===== src/rtl/sprite_draw_datapath.sv =====
// Sprite draw datapath: scans a bird (4x4) or wall (8x120) rectangle one pixel per
// cycle into registered VGA x/y/colour/plot, then pulses flag for the controller.
module sprite_draw_datapath (
    input  logic       clk,
    input  logic       resetn,
    input  logic [3:0] cur_state,
    input  logic       cmd_valid,
    input  logic [6:0] bird_y,
    input  logic [7:0] wall_x,
    input  logic [6:0] gap_y,
    output logic [7:0] x,
    output logic [6:0] y,
    output logic [2:0] colour,
    output logic       plot,
    output logic       flag,
    output logic       busy
);

    typedef enum logic [1:0] {
        ST_IDLE = 2'd0,
        ST_SCAN = 2'd1,
        ST_DONE = 2'd2
    } state_t;

    localparam logic [3:0] CMD_ERASE_BIRD = 4'b0001;
    localparam logic [3:0] CMD_DRAW_BIRD  = 4'b0010;
    localparam logic [3:0] CMD_ERASE_WALL = 4'b0011;
    localparam logic [3:0] CMD_DRAW_WALL  = 4'b0100;

    function automatic logic is_bird_cmd(input logic [3:0] cmd);
        return (cmd == CMD_ERASE_BIRD) || (cmd == CMD_DRAW_BIRD);
    endfunction

    function automatic logic is_wall_cmd(input logic [3:0] cmd);
        return (cmd == CMD_ERASE_WALL) || (cmd == CMD_DRAW_WALL);
    endfunction

    function automatic logic [2:0] colour_of(input logic [3:0] cmd);
        logic [2:0] c;
        case (cmd)
            CMD_DRAW_BIRD: c = 3'b110;
            CMD_DRAW_WALL: c = 3'b010;
            default:       c = 3'b000;
        endcase
        return c;
    endfunction

    state_t      state_r;
    state_t      state_s;
    logic [3:0]  cmd_r;
    logic [7:0]  base_x_r;
    logic [6:0]  base_y_r;
    logic [6:0]  gap_r;
    logic [2:0]  col_r;
    logic [6:0]  row_r;

    logic        accept_s;
    logic        wall_s;
    logic [2:0]  col_max_s;
    logic [6:0]  row_max_s;
    logic        last_s;
    logic [8:0]  px_s;
    logic [8:0]  py_s;
    logic [7:0]  gap_lo_s;
    logic [7:0]  gap_hi_s;
    logic        in_gap_s;
    logic        pix_on_s;

    assign accept_s = (state_r == ST_IDLE) && cmd_valid;

    // Pixel geometry for the latched command and the current scan position
    always_comb begin
        wall_s    = is_wall_cmd(cmd_r);
        col_max_s = wall_s ? 3'd7 : 3'd3;
        row_max_s = wall_s ? 7'd119 : 7'd3;
        last_s    = (col_r == col_max_s) && (row_r == row_max_s);
        px_s      = {1'b0, base_x_r} + {6'b000000, col_r};
        py_s      = {2'b00, base_y_r} + {2'b00, row_r};
        // 8-bit gap bounds so a gap running past row 119 clips instead of wrapping
        gap_lo_s  = {1'b0, gap_r};
        gap_hi_s  = gap_lo_s + 8'd32;
        in_gap_s  = wall_s && (py_s[7:0] >= gap_lo_s) && (py_s[7:0] < gap_hi_s);
        pix_on_s  = (px_s <= 9'd159) && (py_s <= 9'd119) && !in_gap_s;
    end

    // Next-state logic; NOP codes skip the scan entirely
    always_comb begin
        state_s = state_r;
        case (state_r)
            ST_IDLE: begin
                if (accept_s) begin
                    if (is_bird_cmd(cur_state) || is_wall_cmd(cur_state)) begin
                        state_s = ST_SCAN;
                    end else begin
                        state_s = ST_DONE;
                    end
                end else begin
                    state_s = ST_IDLE;
                end
            end
            ST_SCAN: begin
                if (last_s) begin
                    state_s = ST_DONE;
                end else begin
                    state_s = ST_SCAN;
                end
            end
            ST_DONE: state_s = ST_IDLE;
            default: state_s = ST_IDLE;
        endcase
    end

    // State register
    always_ff @(posedge clk or negedge resetn) begin
        if (!resetn) begin
            state_r <= ST_IDLE;
        end else begin
            state_r <= state_s;
        end
    end

    // Command latch: inputs are frozen at accept for the whole command
    always_ff @(posedge clk or negedge resetn) begin
        if (!resetn) begin
            cmd_r    <= 4'd0;
            base_x_r <= 8'd0;
            base_y_r <= 7'd0;
            gap_r    <= 7'd0;
        end else if (accept_s) begin
            cmd_r    <= cur_state;
            base_x_r <= is_bird_cmd(cur_state) ? 8'd40 : wall_x;
            base_y_r <= is_bird_cmd(cur_state) ? bird_y : 7'd0;
            gap_r    <= gap_y;
        end
    end

    // Row-major scan counters, x inner
    always_ff @(posedge clk or negedge resetn) begin
        if (!resetn) begin
            col_r <= 3'd0;
            row_r <= 7'd0;
        end else if (accept_s) begin
            col_r <= 3'd0;
            row_r <= 7'd0;
        end else if (state_r == ST_SCAN) begin
            if (col_r == col_max_s) begin
                col_r <= 3'd0;
                row_r <= row_r + 7'd1;
            end else begin
                col_r <= col_r + 3'd1;
            end
        end
    end

    // Registered VGA and handshake outputs
    always_ff @(posedge clk or negedge resetn) begin
        if (!resetn) begin
            x      <= 8'd0;
            y      <= 7'd0;
            colour <= 3'd0;
            plot   <= 1'b0;
            flag   <= 1'b0;
            busy   <= 1'b0;
        end else begin
            case (state_r)
                ST_SCAN: begin
                    x      <= px_s[7:0];
                    y      <= py_s[6:0];
                    colour <= colour_of(cmd_r);
                    plot   <= pix_on_s;
                    flag   <= 1'b0;
                    busy   <= 1'b1;
                end
                ST_DONE: begin
                    plot <= 1'b0;
                    flag <= 1'b1;
                    busy <= 1'b1;
                end
                default: begin
                    plot <= 1'b0;
                    flag <= 1'b0;
                    busy <= 1'b0;
                end
            endcase
        end
    end

endmodule


===== config.mk =====
export PLATFORM = sky130hd
export DESIGN_NAME = sprite_draw_datapath
export DESIGN_NICKNAME = d
export VERILOG_FILES = /design/src/rtl/sprite_draw_datapath.sv
export SDC_FILE = /design/constraint.sdc
export NUM_CORES = 1
export LEC_CHECK = 0
export CAP_MARGIN = 20
export CORE_MARGIN = 1.5
export CORE_UTILIZATION = 58
export DETAILED_ROUTE_END_ITERATION = 8
export GPL_TIMING_DRIVEN = 0
export PLACE_DENSITY = 0.85
export SETUP_SLACK_MARGIN = 0.15
export SLEW_MARGIN = 20
export SYNTH_ARGS = -nofsm -noshare
export SYNTH_HDL_FRONTEND = slang
export SYNTH_SLANG_ARGS = --single-unit

===== constraint.sdc =====
create_clock -name clk -period 5.5 [get_ports clk]
set_clock_uncertainty 0.15 [all_clocks]
set_input_delay 0.825 -clock clk [delete_from_list [all_inputs] [get_ports clk]]
set_output_delay 0.825 -clock clk [all_outputs]
set_load 0.02 [all_outputs]

# After elaboration in Yosys (flattened, before gate mapping)
# Index checks and enable logic that the tools add are counted.
[totals]
in_bits = 29
out_inout_bits = 21
wordCells = 67
register_bits = 59
[op_classes]
magnitude_cmp = 4
n_eq_ne = 11
reduce_logical = 16
mux = 18
add_sub_neg = 5
[op_table]
columns = ["operator", "n"]
rows = [
  ["7-bit 2-to-1 mux", 5],
  ["4-bit by 2-bit equality test with 1-bit output, second input constant", 4],
  ["3-bit 2-to-1 mux", 4],
  ["8-bit by 3-bit adder with 9-bit output", 1],
  ["9-bit by 8-bit <= comparator with 1-bit output, second input constant", 1],
  ["7-bit by 6-bit adder with 8-bit output, second input constant", 1],
  ["7-bit by 7-bit adder with 8-bit output", 1],
  ["4-bit by 3-bit equality test with 1-bit output, second input constant", 2],
  ["8-bit by 7-bit greater-or-equal comparator with 1-bit output", 1],
  ["8-bit by 7-bit <= comparator with 1-bit output, second input constant", 1],
  ["8-bit < comparator", 1],
  ["8-bit 2-to-1 mux", 1],
  ["7-bit by 1-bit adder with 7-bit output, second input constant", 1],
  ["7-bit equality test", 1],
  ["1-bit logical AND", 6],
  ["2-bit 2-to-1 mux", 3],
  ["3-bit one-hot mux with 2 select lines", 1],
  ["4-bit by 1-bit equality test with 1-bit output, second input constant", 1],
  ["1-bit logical OR", 4],
  ["2-bit one-hot mux with 2 select lines", 1],
  ["2-bit nonzero test", 2],
  ["3-bit by 1-bit adder with 3-bit output, second input constant", 1],
  ["3-bit equality test", 1],
  ["1-bit 2-to-1 mux", 3],
  ["6 further kinds", 6],
]

# Longest topological paths before layout
[depth]
depth_word = 7
ltp_mapped = 11
depth_no_buf = 11

# Worst setup path after synthesis
# OpenSTA, ideal clock, no wires.
[synth_path]
kind = "register to register"
startpoint = "register row_r[0]"
endpoint = "register plot"
stages_incl_launch_ff = 12
t_required_ps = 5217
period_less_slack_ps = 3257
path_buffers = 0
slack_ps = 2243
t_arrival_ps = 2974
path_cell_list = "dfrtp_1 > ha_1 > fa_1 > a211o_1 > a2111oi_0 > nand3b_1 > ha_1 > a21o_1 > a221oi_1 > nand2_1 > o311ai_0 > nor4_1"
[synth_via]
elab_chain_len = 7
word_cells_on_any_way = 10
cone_classes = "add/sub (1); order compare (3); mux (1); reduce/logical (5)"
[synth_lines]
columns = ["element", "line_no", "text"]
rows = [
  ["from (decl)", "55", "logic [6:0] row_r;"],
  ["from (signal assigned)", "148", "row_r <= row_r + 7'd1;"],
  ["7-bit by 7-bit adder with 8-bit output *", "78", "py_s = {2'b00, base_y_r} + {2'b00, row_r};"],
  ["via py_s[6]", "63", "logic [8:0] py_s;"],
  ["8-bit by 7-bit greater-or-equal comparator with 1-bit output", "82", "in_gap_s = wall_s && (py_s[7:0] >= gap_lo_s) && (py_s[7:0] < gap_hi_s);"],
  ["1-bit logical AND (2 in series)", "82", ""],
  ["1-bit logical NOT", "83", "pix_on_s = (px_s <= 9'd159) && (py_s <= 9'd119) && !in_gap_s;"],
  ["1-bit logical AND *", "83", ""],
  ["1-bit 2-to-1 mux *", "165", "case (state_r)"],
  ["to (signal assigned)", "170", "plot <= pix_on_s;"],
  ["to (decl)", "14", "output logic plot,"],
]
# The timed path passes the listed nets; every way through them passes the cells marked *.
# A chain may end at the register's enable or synchronous reset.

# Final worst setup path
# Same ends and word-level chain as after synthesis.

==> impl_metrics.py <==
metrics = {
    "status": {
        "status": "completed",
    },
    "worst_hold_path": {
        "min_path_type": "flop to flop",
    },
    "job": {
        "maxCapViolCount": 0,
    },
    "floorplan": {
        "rows": 26,
        "die_h_um": 77.4,
        "pin_count": 50,
        "core-area_mm2": 0.00524,
        "initial_utilization": 0.613,
        "die_w_um": 77.4,
        "die-area_mm2": 0.00599,
    },
    "global_route": {
        "grt_pass1_vias": 2505,
        "grt_pass1_wl_um": 12000,
        "antenna_found_initial": 0,
        "grt_max_degree": 59,
        "gr-total-overflow": 0,
        "grt_use_total": 0.261,
    },
    "sta": {
        "drv_slew": 0,
        "setup_viol": 0,
        "holdWs_ns": 0.344,
        "grt_setup_unrepaired": "no",
        "post-route-period-util": 0.648,
        "finalHoldViolations": 0,
        "max_freq_ghz": 0.281,
        "worst_pin_slew_ns": 0.711,
        "tns_ns": 0,
        "post-route-min-period_ns": 3.56,
        "slew-limit-headroom": 0.526,
    },
    "detailed_routing": {
        "dr_total_vias": 2538,
        "wl_um": 7100,
        "drtIter0Drc": 152,
        "drtAntennaViolNets": 0,
        "drcViolationCount": 0,
        "vias_per_cell": 5.65,
        "wl_per_cell_um": 15.8,
        "first_pass_iters": 4,
    },
    "layout": {
        "seqCellArea_mm2": 0.00145,
        "drive_above_1_share": 0.0923,
        "fin_nets": 432,
        "diodes": 0,
        "multi_input_area_mm2": 0.00161,
        "fillers": 355,
        "final_cell_mix": "58 x dfrtp_1, 47 x clkdlybuf4s50_1, 37 x nand2_1",
        "area_growth_pct": 24.0,
        "layout_commonest_cell": "dfrtp_1",
        "finalNonFillerCells": 449,
    },
    "yosys": {
        "yosysTopAreaCell": "dfrtp_1",
        "synth.distinct_cells": 55,
        "synthArstFlopShare": 1.00,
        "netlist_area_mm2": 0.00321,
        "syn_area_per_cell_um2": 10.2,
        "seq_area_frac_synth": 0.452,
        "synth_top_area_frac": 0.452,
        "synth_area_leaders": "dfrtp_1 45%, ha_1 10%, nand2_1 4.3%",
        "syn_nets": 373,
        "yosysWarnings": 0,
        "synth-edff-count": 0,
        "syn_inst": 316,
        "synth_seq_cells": 58,
        "synth_ff_type": "dfrtp_1",
    },
    "critical_path": {
        "start_kind": "flop",
        "critical_path_class": "flop to flop",
        "arrival_ns": 3.62,
        "critPathCaptureType": "flop",
        "path_max_fanout": 5,
        "ff2ff_setup_slack_ns": 1.94,
        "cp_data_required_time_ns": 5.56,
    },
    "pwr": {
        "p_per_area_mw_per_mm2": 480,
        "total_power_mw": 1.91,
        "leakage_nw": 1.88,
        "vdd_drop_max_mv": 0.267,
    },
    "cts": {
        "cts_buffer_depth": 2,
        "postCtsSetupRepairBufs": 0,
        "clockRootBuffer": "clkbuf_8",
        "insertion_delay_ns": 0.34,
        "cts_tree": "done",
        "ctsResizeCount": 0,
        "htree_levels": 3,
        "cts_made_buffers": 9,
        "clock-sinks": 58,
        "cts_hold_buf": 0,
        "path_clk_slew_ns": 0.06,
    },
    "placement": {
        "placed_cells": 434,
        "portBuffers": 48,
        "place_hpwl_um": 5030,
        "gp_congestion": 0.835,
    },
}
[registers in the layout, summed over array words and instances (netlist names)]
signal	count
gap_r	7
row_r	7
flag	1
colour	2
base_y_r	7
busy	1
state_r	2
x	8
plot	1
base_x_r	8
col_r	3
cmd_r	4
y	7
[layer usage]
metal	wire [µm]	GRT usage	vias up	share of wire
met5	0	0	-	0
met3	318	0.0494	13	0.045
li1	-	-	1236	-
met1	3230	0.356	1230	0.45
met2	3460	0.411	59	0.49
met4	98	0.111	0	0.014
[per-stage QoR]
| stage | area, µm² | setup slack, ns | util |
|---|---|---|---|
| 3_3_place_gp | 3780 | 1.68 | 0.722 |
| 4_1_cts | 3980 | 1.92 | 0.760 |
| 6_report | 3980 | 1.94 | 0.760 |
| 3_5_place_dp | 3780 | 1.93 | 0.721 |
| 5_1_grt | 3980 | 1.56 | 0.760 |
| 2_1_floorplan | 3210 | 2.24 | - |
[cell type report]
class,instances,share of cell area
Clock inverter,2,0.00880
Timing Repair Buffer,48,0.120
Buffer,12,0.0154
Multi-Input combinational cell,223,0.405
Clock buffer,13,0.0424
Inverter,23,0.0217
Tap cell,70,0.0220
Sequential cell,58,0.365
[worst max-delay path: stages, from the launching register on]
cell       delay [ns]
dfrtp_1          0.45
ha_1             0.26
fa_1             0.43
a211o_1          0.35
a2111oi_0        0.33
nand3b_1         0.24
ha_1             0.28
a21o_1           0.16
a221oi_1         0.29
nand2_1          0.08
o311ai_0         0.33
nor4_1           0.09
[cell families after synthesis]
| group | count (synthesis) | share of synthesized area |
|---|---|---|
| flip-flops | 58 | 0.452 |
| adder cells (fa/ha/maj) | 28 | 0.114 |
| buffers and inverters | 35 | 0.0460 |
| multiplexers | 12 | 0.0413 |
| other | 1 | 0.00117 |
| XOR/XNOR | 13 | 0.0355 |
| AO/OA/AOI/OAI | 75 | 0.168 |
| AND/OR/NAND/NOR | 94 | 0.143 |
[report_power, final]
| part | switching (mW) | internal [mW] |
|---|---|---|
| combinational | 0.433 | 0.374 |
| clock | 0.165 | 0.243 |
| sequential | 0.113 | 0.582 |
| total | 0.711 | 1.20 |
[Yosys cell counts (4+ instances only)]
library cell,instances
dfrtp_1,58
ha_1,26
xor2_1,7
a21oi_1,11
nor3_1,4
inv_1,23
nor2_1,20
o21ai_0,17
clkbuf_1,7
xnor2_1,6
a22o_1,13
mux2_2,10
nand3_1,8
nand2_1,37
[worst paths after layout]
path | cells past startpoint | startpoint | end
max in group asynchronous | 1 | resetn | gap_r[5]
worst min register to register | 2 | gap_r[0] | gap_r[0]
worst max-delay path | 11 | row_r[0] | plot
min in group asynchronous | 1 | resetn | row_r[0]
worst max register to register | 11 | row_r[0] | plot
worst min-delay path | 2 | gap_r[0] | gap_r[0]
Note: power is estimated with default switching activity, not from simulation.
